[src/rtl/fp_max_abs_stream.sv]
// Streaming peak-magnitude reducer: one result (max |x|, position, length) per frame.
// Optional NaN tracking via `define FP_MAX_ABS_NAN_EN (adds out_nan, forces canonical qNaN result).
module fp_max_abs_stream #(
    parameter int    BITS      = 16,
    parameter string PRECISION = "HALF",
    parameter int    MAX_LEN   = 256,
    parameter int    IDX_W     = $clog2(MAX_LEN)
) (
    input  logic             clk,
    input  logic             reset,
    input  logic             in_valid,
    output logic             in_ready,
    input  logic [BITS-1:0]  in_data,
    input  logic             in_last,
    output logic             out_valid,
    input  logic             out_ready,
    output logic [BITS-1:0]  out_max,
    output logic [IDX_W-1:0] out_index,
    output logic [IDX_W:0]   out_count,
`ifdef FP_MAX_ABS_NAN_EN
    output logic             out_nan,
`endif
    output logic             out_trunc
);

    generate
        if (!((PRECISION == "HALF" && BITS == 16) || (PRECISION == "SINGLE" && BITS == 32))) begin : g_bad_cfg
            $error("fp_max_abs_stream: BITS/PRECISION combination not supported");
        end
    endgenerate

    typedef enum logic [1:0] {S_IDLE, S_ACCUM, S_HOLD} state_t;

    state_t           state_q;
    logic [BITS-1:0]  max_q;
    logic [IDX_W-1:0] index_q;
    logic [IDX_W:0]   count_q;
    logic             trunc_q;

    logic             accept;
    logic [BITS-2:0]  mag;
    logic             greater;
    logic [IDX_W:0]   count_d;
    logic             full;
    logic [IDX_W-1:0] pos;
    logic             unused_sign;

    assign unused_sign = in_data[BITS-1];
    assign in_ready    = (state_q != S_HOLD);
    assign out_valid   = (state_q == S_HOLD);
    assign accept      = in_valid && in_ready;
    assign mag         = in_data[BITS-2:0];
    // Raw unsigned compare of the sign-cleared bits matches IEEE magnitude order.
    assign greater     = (mag > max_q[BITS-2:0]);
    assign count_d     = count_q + 1'b1;
    assign full        = (count_d == (IDX_W+1)'(MAX_LEN));
    assign pos         = count_q[IDX_W-1:0];

    assign out_max     = max_q;
    assign out_index   = index_q;
    assign out_count   = count_q;
    assign out_trunc   = trunc_q;

`ifdef FP_MAX_ABS_NAN_EN
    localparam int EXP_W  = (PRECISION == "SINGLE") ? 8 : 5;
    localparam int MANT_W = BITS - 1 - EXP_W;
    localparam logic [BITS-1:0] QNAN = {1'b0, {EXP_W{1'b1}}, 1'b1, {(MANT_W-1){1'b0}}};

    logic nan_q;
    logic is_nan;

    assign is_nan  = (&in_data[BITS-2 -: EXP_W]) && (|in_data[MANT_W-1:0]);
    assign out_nan = nan_q;
`endif

    always_ff @(posedge clk or posedge reset) begin
        if (reset) begin
            state_q <= S_IDLE;
            max_q   <= '0;
            index_q <= '0;
            count_q <= '0;
            trunc_q <= 1'b0;
`ifdef FP_MAX_ABS_NAN_EN
            nan_q   <= 1'b0;
`endif
        end else begin
            case (state_q)
                S_IDLE: begin
                    if (accept) begin
                        max_q   <= {1'b0, mag};
                        index_q <= '0;
                        count_q <= (IDX_W+1)'(1);
                        trunc_q <= 1'b0;
`ifdef FP_MAX_ABS_NAN_EN
                        nan_q   <= is_nan;
                        if (is_nan) max_q <= QNAN;
`endif
                        state_q <= in_last ? S_HOLD : S_ACCUM;
                    end
                end
                S_ACCUM: begin
                    if (accept) begin
                        count_q <= count_d;
`ifdef FP_MAX_ABS_NAN_EN
                        // Once a NaN is seen the result is fixed to qNaN at its first position.
                        if (!nan_q) begin
                            if (is_nan) begin
                                nan_q   <= 1'b1;
                                max_q   <= QNAN;
                                index_q <= pos;
                            end else if (greater) begin
                                max_q   <= {1'b0, mag};
                                index_q <= pos;
                            end
                        end
`else
                        if (greater) begin
                            max_q   <= {1'b0, mag};
                            index_q <= pos;
                        end
`endif
                        if (in_last || full) begin
                            trunc_q <= !in_last;
                            state_q <= S_HOLD;
                        end
                    end
                end
                S_HOLD: begin
                    if (out_ready) state_q <= S_IDLE;
                end
                default: state_q <= S_IDLE;
            endcase
        end
    end

endmodule

[config.mk]
export PLATFORM = sky130hd
export DESIGN_NAME = fp_max_abs_stream
export DESIGN_NICKNAME = d
export VERILOG_FILES = /design/src/rtl/fp_max_abs_stream.sv
export SDC_FILE = /design/constraint.sdc
export NUM_CORES = 1
export LEC_CHECK = 0
export CORE_ASPECT_RATIO = 1.25
export CORE_MARGIN = 2
export CORE_UTILIZATION = 43
export DETAILED_ROUTE_END_ITERATION = 6
export GPL_TIMING_DRIVEN = 0
export PLACE_DENSITY = 0.86
export SLEW_MARGIN = 20
export SYNTH_ARGS = -nofsm -noshare
export SYNTH_HDL_FRONTEND = slang
export SYNTH_SLANG_ARGS = --single-unit
[constraint.sdc]
create_clock -name clk -period 2.33 [get_ports clk]
set_input_delay 0.3495 -clock clk [delete_from_list [all_inputs] [get_ports clk]]
set_output_delay 0.3495 -clock clk [all_outputs]
set_load 0.02 [all_outputs]
==> results of run 1 <==
-- layout make-up --
| class | count | area (um^2) | share of cell area |
|---|---|---|---|
| buffer | 10 | 58.81 | 0.02032 |
| clock buffer | 6 | 82.58 | 0.02853 |
| clock inverter | 2 | 35.03 | 0.01211 |
| inverter | 28 | 105.1 | 0.03632 |
| multi-input combinational | 137 | 1092 | 0.3774 |
| sequential | 35 | 875.8 | 0.3026 |
| tap | 60 | 75.07 | 0.02594 |
| timing repair buffer | 58 | 569.3 | 0.1967 |
-- power by group through the flow --
stage                     sequential (W)  clock, W  combinational [W]
after detailed placement        0.000925         0            0.00123
after CTS                       0.000913  0.000579            0.00129
after floorplan                  0.00110         0           0.000534
after global routing            0.000941  0.000608            0.00147
after global placement          0.000915         0            0.00118
final                           0.000912  0.000564            0.00132
-- cells by family after synthesis --
logic type | share of synthesized area
flops | 0.4235
compound gates | 0.1283
mux | 0.1252
other cells | 0.001813
buf+inv | 0.07925
xor+xnor | 0.02117
fa+ha+maj | 0.1028
simple gates | 0.1180
-- through the flow --
step	std cells	setup TNS, ns
after global routing	336	-0.004055
after detailed placement	323	-6.535
after CTS	336	0
final	336	0
after global placement	323	-5.387
after floorplan	210	0
-- sequential cells by signal, summed over array words and instances (netlist names) --
register / cells
out_trunc: 1
state_q: 2
out_max: 15
out_count: 9
out_index: 8
-- worst max-delay path, cell delays in order --
cell and delay (ns):
clkdlybuf4s50_1 0.47, ha_4 0.30, nand4_1 0.17, nor3_2 0.22, o21a_1 0.21, o41ai_4 0.08
buf_4 0.16, buf_6 0.13, mux2_1 0.32
-- Yosys cell counts (2+ instances only) --
| master | n | area (um^2) |
|---|---|---|
| dfrtp_1 | 35 | 875.8 |
| inv_1 | 28 | 105.1 |
| nand2_1 | 22 | 82.58 |
| ha_1 | 17 | 212.7 |
| o21ai_0 | 13 | 65.06 |
| mux2_1 | 12 | 135.1 |
| a21oi_1 | 9 | 45.04 |
| mux2i_1 | 9 | 90.09 |
| nor2_1 | 7 | 26.28 |
| clkbuf_1 | 5 | 18.77 |
| and3_1 | 4 | 25.02 |
| nand3_1 | 4 | 20.02 |
| nand4_1 | 4 | 25.02 |
| xnor2_1 | 4 | 35.03 |
| a31oi_1 | 3 | 18.77 |
| mux2_2 | 3 | 33.78 |
| nor3_1 | 3 | 15.01 |
| a41oi_1 | 2 | 17.52 |
| buf_2 | 2 | 10.01 |
| buf_6 | 2 | 22.52 |
| nand2b_1 | 2 | 12.51 |
-- what timing repair did --
item | CTS | global route
pin swaps | 3 | 4
cloned | 1 | 0
setup endpoints to repair | 12 | 21
gates resized for setup | 4 | 8
hold endpoints to repair | 0 | 0
buffers inserted | 4 | 0
hold buffers | 0 | 0
-- path summary, 6_finish.rpt --
check                      slack (ns)         start           end
hold / removal                   0.39    in_data[6]    out_max[6]
min in group asynchronous        0.50         reset  out_index[3]
setup / recovery                 0.08   in_data[12]    out_max[4]
hold reg to reg                  0.52  out_index[6]  out_index[6]
max in group asynchronous        1.36         reset  out_index[7]
setup reg to reg                 0.15  out_count[0]    state_q[1]
-- metal layers --
| metal | wire length [um] | up-vias | track usage | part of all wire |
|---|---|---|---|---|
| met2 | 2506 | 64 | 0.3697 | 0.54 |
| met4 | 101 | 0 | 0.08367 | 0.022 |
| li1 | - | 850 | - | - |
| met5 | 0 | - | 0 | 0 |
| met1 | 1816 | 832 | 0.1907 | 0.39 |
| met3 | 251 | 13 | 0.04247 | 0.054 |
==> impl.org, run 1 <==
** Routing
- Per-cell routed wire length :: around 14 um
- The routed layout has ~1800 vias.
- Iteration count of the initial detailed-routing pass :: 4
- Remaining routing DRC violations :: 0
- Final wirelength :: between 4 and 5 mm
- Initial DRC count :: 67
- Count of nets left with antenna violations after detail routing :: 0
- Vias per std cell :: approximately 5.2

** STA
- In the finished design, the share of the clock period the worst path needs comes to 0.9638.
- Setup repair after global routing could not meet its margin everywhere.
- Static timing analysis puts the maximum clock frequency at 0.4453 GHz.
- Worst Max-Slew Pin Slew :: roughly 0.73 ns
- Clock skew after layout :: between 0.007 and 0.008 ns
- The routed design could run at a clock period as short as 2.246 ns.
- Number of slew-limit violations in the final report :: 0
- Final hold slack :: 0.3863 ns
- Setup violations remaining at the end of the flow were counted as 0.
- Fin worst setup slack :: between 0.08 and 0.09 ns
- Headroom to the max-slew limit came out at 0.5126.
- Hold Violations, Final :: 0

** Power and ir drop
- Of the total power, the clock network draws 0.202.
- Of the total power, the share spent switching nets is 0.3667.
- Net switching power figure :: 0.001026 W
- VDD IR-drop max :: 0.5655 mV
- Internal power comes to 0.001771 W.
- Pwr per Cell Area :: roughly 970 nW/um^2
- Of the total power, registers draw 0.326.
- Leakage :: 1.313 nW
- Fraction of power consumed by combinational cells :: 0.472
- The completed layout was analyzed and its total power is approximately 0.0028 W.

** Job
- Reported max-cap violation count :: 0

** Clocking
- Clock input transition at the sequential cells of the worst setup and hold paths :: approximately 0.070 ns
- The cell sitting at the root of the clock tree is a clkbuf_8.
- The clock passes through at most 2 buffers.
- Number of clock sinks :: 35
- TritonCTS built the clock tree.
- Number of H-tree levels :: 2
- Source-to-sink clock delay at the later pin of the worst-skew pair :: 0.29 ns
- Total clock buffers created by CTS :: 5

** Synthesis
- Synthesis inferred 35 register bits.
- Count of flip-flops with a built-in enable after synthesis :: 0
- During synthesis, Yosys emitted a total of 0 warnings.
- In the synthesized netlist, the number of instances is 210.
- Sequential element share of the synthesized area :: 0.4235
- Number of nets in the synthesized netlist :: 248
- Avg Cell Area, Syn :: 9.849 um^2
- After synthesis, the share of flip-flops with an asynchronous set or reset is 1.000.
- In this run the cell area of the synthesized design comes to around 2100 um^2.
- Counting distinct cell types in the post-synthesis netlist gives 41.
- Most used DFF post-synth :: dfrtp_1

** GRT
- The number of antenna violations at the first check in global routing is 0.
- Summed over all layers, the global routing overflow is 0.
- The number of global-route vias before repair was between 1500 and 2000.
- Maximum number of pins on one net before global-route repair :: 36
- In the global route stage, overall resource usage came out at 0.1902.
- Global-route wire length before repair :: slightly below 8 mm

** Die
- The die covers about 5400 um^2.
- Core Area :: 4695 um^2
- Starting density of the core :: 0.4406
- In this run the vertical extent of the chip is between 80 and 90 um.
- The die is approximately 66 um wide.
- In this run the count of I/O pins placed on the die edge is 57.
- The initialized floorplan defines 28 standard-cell rows.

** Setup path
- Worst-path maximum fanout :: 5
- STA classifies the critical path startpoint as an input port.
- Arrival @ worst endpoint :: about 2.4 ns
- Required @ worst endpoint :: roughly 2.5 ns
- Worst Reg-to-Reg Cells :: 6
- The worst setup path is of the in2reg kind.
- Endpoint type of the worst setup path :: flip-flop

** Placed design
- The HPWL after detailed placement is 3.433 mm.
- Once placement finished, the instance area stood at 2674 um^2.
- Prior to clock tree synthesis, the placed netlist has a worst setup slack of -0.3879 ns.
- The congestion estimate from routability-driven global placement came to about 0.85.
- The count of buffers added on input and output ports is 53.

** Layout
- 0 antenna diodes ended up in the layout.
- Top library cells by usage in the layout, fill and taps aside :: clkdlybuf4s50_1, dfrtp_1, inv_1
- Total non-filler cell area in the finished layout :: around 2900 um^2
- The library cell used most frequently in the layout, excluding fill and tap cells, is clkdlybuf4s50_1.
- Of the cells placed in the final design, the portion with a size suffix greater than 1 is 0.1159.
- Area overhead of the layout relative to synthesis :: 39.93%
- At the end of the flow, the number of nets in the layout was about 310.
- Counting the fill cells in the layout gives ~380.
- At the end of the flow the core is filled with cells to 0.6165.

** Hold path
- In this run the worst hold path is classified as in2reg.
- WHS Path Cells :: 2

** Run status
- The flow ran to the end, and the final reports show no timing, DRC or antenna violations.
Note: power is estimated with default switching activity, not from simulation.
==> inputs of run 2 (changes only) <==
ABC_CLOCK_PERIOD_IN_PS = 2330   (was unset)
==> results of run 2 <==
Same layout as run 1: the final DEF is identical, and so are final timing and power.
==> inputs of run 3 (changes only) <==
SETUP_SLACK_MARGIN = 0.15   (was unset)
==> run 3 against run 2 <==
Flip-flop and latch count stayed put. Non-clock buffer count grew 6. Cell count grew 1.8%. Fmax is 3.8% higher. Worst hold slack worse by 0.039 ns. Via count rose by 3.2%. Power rose by 5.8%. First-iteration DRC count is 3.0% lower. Critical path depth rose by 1. Die area is the same.
==> impl.org, run 3 (same netlist as run 1, synthesis figures left out) <==
** Routing
- The DRC violation total after the first TritonRoute iteration was 65 (-3.0%).
- Remaining routing DRC violations :: 0 (unchanged)
- Per-cell routed wire length :: 15.40 um (+11%)
- The post-detailed-route count of antenna-violating nets was 0 (unchanged).
- The total routed wirelength was 5.267 mm (+13%).
- Iteration count of the initial detailed-routing pass :: 4 (unchanged)
- The total number of vias came to 1815 (+3.2%).
- The number of vias per cell after detailed routing was 5.307 (+1.4%).

** Hold path
- The path class of the tightest hold or removal check is in2reg.
- Start point of the worst hold path :: in_data[11]

** Die
- Site row count :: 28 (unchanged)
- Core Area :: 4695 um^2 (unchanged)
- The top-level I/O count is 57 (unchanged).
- Starting density of the core :: 0.4406 (unchanged)
- The die area came to 5384 um^2 (unchanged).
- The width of the chip is 66.03 um (unchanged).
- The die span in y was 81.54 um (unchanged).

** STA
- Final critical-path share of the clock period :: 0.9285 (-0.03530)
- The final setup skew is 0.005646 ns (-0.001665 ns).
- The count of final hold-check violations came to 0 (unchanged).
- Post-layout minimum cycle time :: 2.163 ns (-0.08224 ns)
- Setup TNS after final layout :: 0 ns (unchanged)
- The setup-violating endpoint count in the final report came to 0 (unchanged).
- The final max-slew violation count is 0 (unchanged).
- Max-slew headroom :: 0.5046 (-0.008032)
- Worst Max-Slew Pin Slew :: 0.7421 ns (+0.01203 ns)
- RSZ-0062 raised after global routing :: true
- Fmax :: 0.4622 GHz (+3.8%)

** GRT
- Initial antenna violation count :: 0 (unchanged)
- The number of global-route vias before repair was 1801 (-0.055%).
- Global-route wire length before repair :: 8.142 mm (+5.2%)
- The largest net degree at the start of global routing was 36 (unchanged).
- GRT Resource Usage Total :: 0.1967 (+0.006550)
- The overall overflow remaining after global route came to 0 (unchanged).

** Job
- Reported max-cap violation count :: 0 (unchanged)

** Setup path
- Tracing the worst setup path back leads to its startpoint at in_data[0].
- The critical path data arrival time is 2.33 ns (-0.08 ns).
- The worst setup path is launched from an input port.
- Required @ worst endpoint :: 2.50 ns (about the same)
- The maximum fanout encountered on the critical timing path came to 5 (unchanged).
- Startpoint of the lowest-slack register-to-register path :: out_max[6]
- The setup path with the least slack is of type in2reg.
- The worst setup path is captured at a flip-flop.

** Clocking
- Maximum buffer depth of the clock tree :: 2 (unchanged)
- Source-to-sink clock delay at the later pin of the worst-skew pair :: 0.28 ns (about the same)
- Clock root cell :: clkbuf_8
- The CTS buffer count is 5 (unchanged).
- The number of H-tree levels came to 2 (unchanged).
- The clock-pin slew reported for the worst setup and hold paths after clock tree synthesis was 0.07 ns (about the same).
- The clock net sink count was 35 (unchanged).
- CTS tree :: done

** Placed design
- The placed cell area came to 2678 um^2 (+0.14%).
- The HPWL after detailed placement was 3.351 mm (-2.4%).
- The number of port buffers came to 53 (unchanged).
- RePlAce Congestion :: 0.8541 (+0.44%)

** Layout
- Relative to the synthesized area, the layout overhead comes to 45.92%.
- The design area was 3018 um^2 (+4.3%).
- The number of fill cells was 396 (+3.4%).
- Most frequent standard cell in the layout excluding fill and tap cells :: clkdlybuf4s50_1
- The area used by multi-input combinational logic is 1184 um^2 (+8.4%).
- Register cell area after layout :: 882.1 um^2 (+0.71%)
- Number of antenna cells inserted :: 0 (unchanged)
- Flip-flop count of the largest register after layout :: 15 (unchanged)
- Top library cells by usage in the layout, fill and taps aside :: clkdlybuf4s50_1, dfrtp_1, inv_1
- The fraction of final layout cells sized beyond drive strength 1 came to 0.2163 (+0.1004).
- The number of nets at the end of the flow came to 319 (+1.9%).

** Power and ir drop
- VDD IR-drop max :: 0.5331 mV (-5.7%)
- Pwr per Cell Area :: 980.7 nW/um^2 (+1.5%)
- The static power due to leakage was 1.393 nW (+6.0%).

** Run status
- Outcome :: complete, no violations
## run 3: cell types whose count changed in the layout (fill, tap and decap cells not counted), moves of 5 or more
cell	previous run	this run
mux2_1	12	0
mux2_4	0	12
clkdlybuf4s50_1	50	43
dlygate4sd2_1	1	8
buf_4	5	10
dfrtp_1	35	30
dfrtp_2	0	5
## run 3: worst paths after layout
| kind | slack, ns | cells past startpoint | endpoint |
|---|---|---|---|
| setup / recovery | 0.17 | 10 | out_max[10] |
| hold / removal | 0.35 | 2 | out_max[11] |
| setup reg to reg | 0.18 | 9 | out_max[11] |
| hold reg to reg | 0.52 | 2 | out_index[7] |
| max in group asynchronous | 1.29 | 2 | out_count[1] |
| min in group asynchronous | 0.52 | 2 | out_max[12] |
## run 3: per-layer routing
metal / GRT usage / routed length (um) / vias to the layer above
li1: - / - / 860
met1: 0.2114 / 2039 / 885
met3: 0.03699 / 226 / 13
met4: 0.07347 / 131 / 0
met5: 0 / 0 / -
met2: 0.3778 / 2869 / 57
## run 3: report_power, final
part / switching [W] / internal, W
Combinational: 0.000757 / 0.000850
Sequential: 0.000155 / 0.000779
Clock: 0.000208 / 0.000210
Total: 0.00112 / 0.00184
## run 3: metrics by stage
step / std cells / hold WS, ns / total power [W] / utilization / setup slack [ns]
finish: 342 / 0.3477 / 0.002960 / 0.6429 / 0.1666
global route: 342 / 0.3551 / 0.003141 / 0.6429 / 0.09508
CTS: 337 / 0.4316 / 0.002775 / 0.6223 / 0.1399
detailed placement: 323 / 0.5126 / 0.002156 / 0.5704 / -0.3778
global placement: 323 / 0.4959 / 0.002102 / 0.5704 / -0.3399
floorplan: 210 / 0.4386 / 0.001642 / - / 0.1675
## run 3: worst max-delay path: stages
cell and delay, ns:
clkdlybuf4s50_1 0.49, inv_1 0.05, ha_1 0.29, nand4_1 0.11
nor2_1 0.06, a21oi_1 0.24, o41ai_4 0.13, buf_4 0.17
buf_8 0.13, mux2_4 0.30
## run 3: layout make-up
type | count | area share
clock inverter | 1 | 0.001658
sequential | 35 | 0.2923
inverter | 28 | 0.03483
tap | 60 | 0.02488
clock buffer | 7 | 0.02529
multi-input combinational | 137 | 0.3922
timing repair buffer | 64 | 0.2081
buffer | 10 | 0.02073
## run 3: timing repair
| item | in CTS | in global routing |
|---|---|---|
| hold buffers | 0 | 0 |
| pin swaps | 12 | 8 |
| setup endpoints to repair | 24 | 25 |
| buffers inserted | 5 | 5 |
| gates resized for setup | 26 | 20 |
| cloned | 1 | 0 |
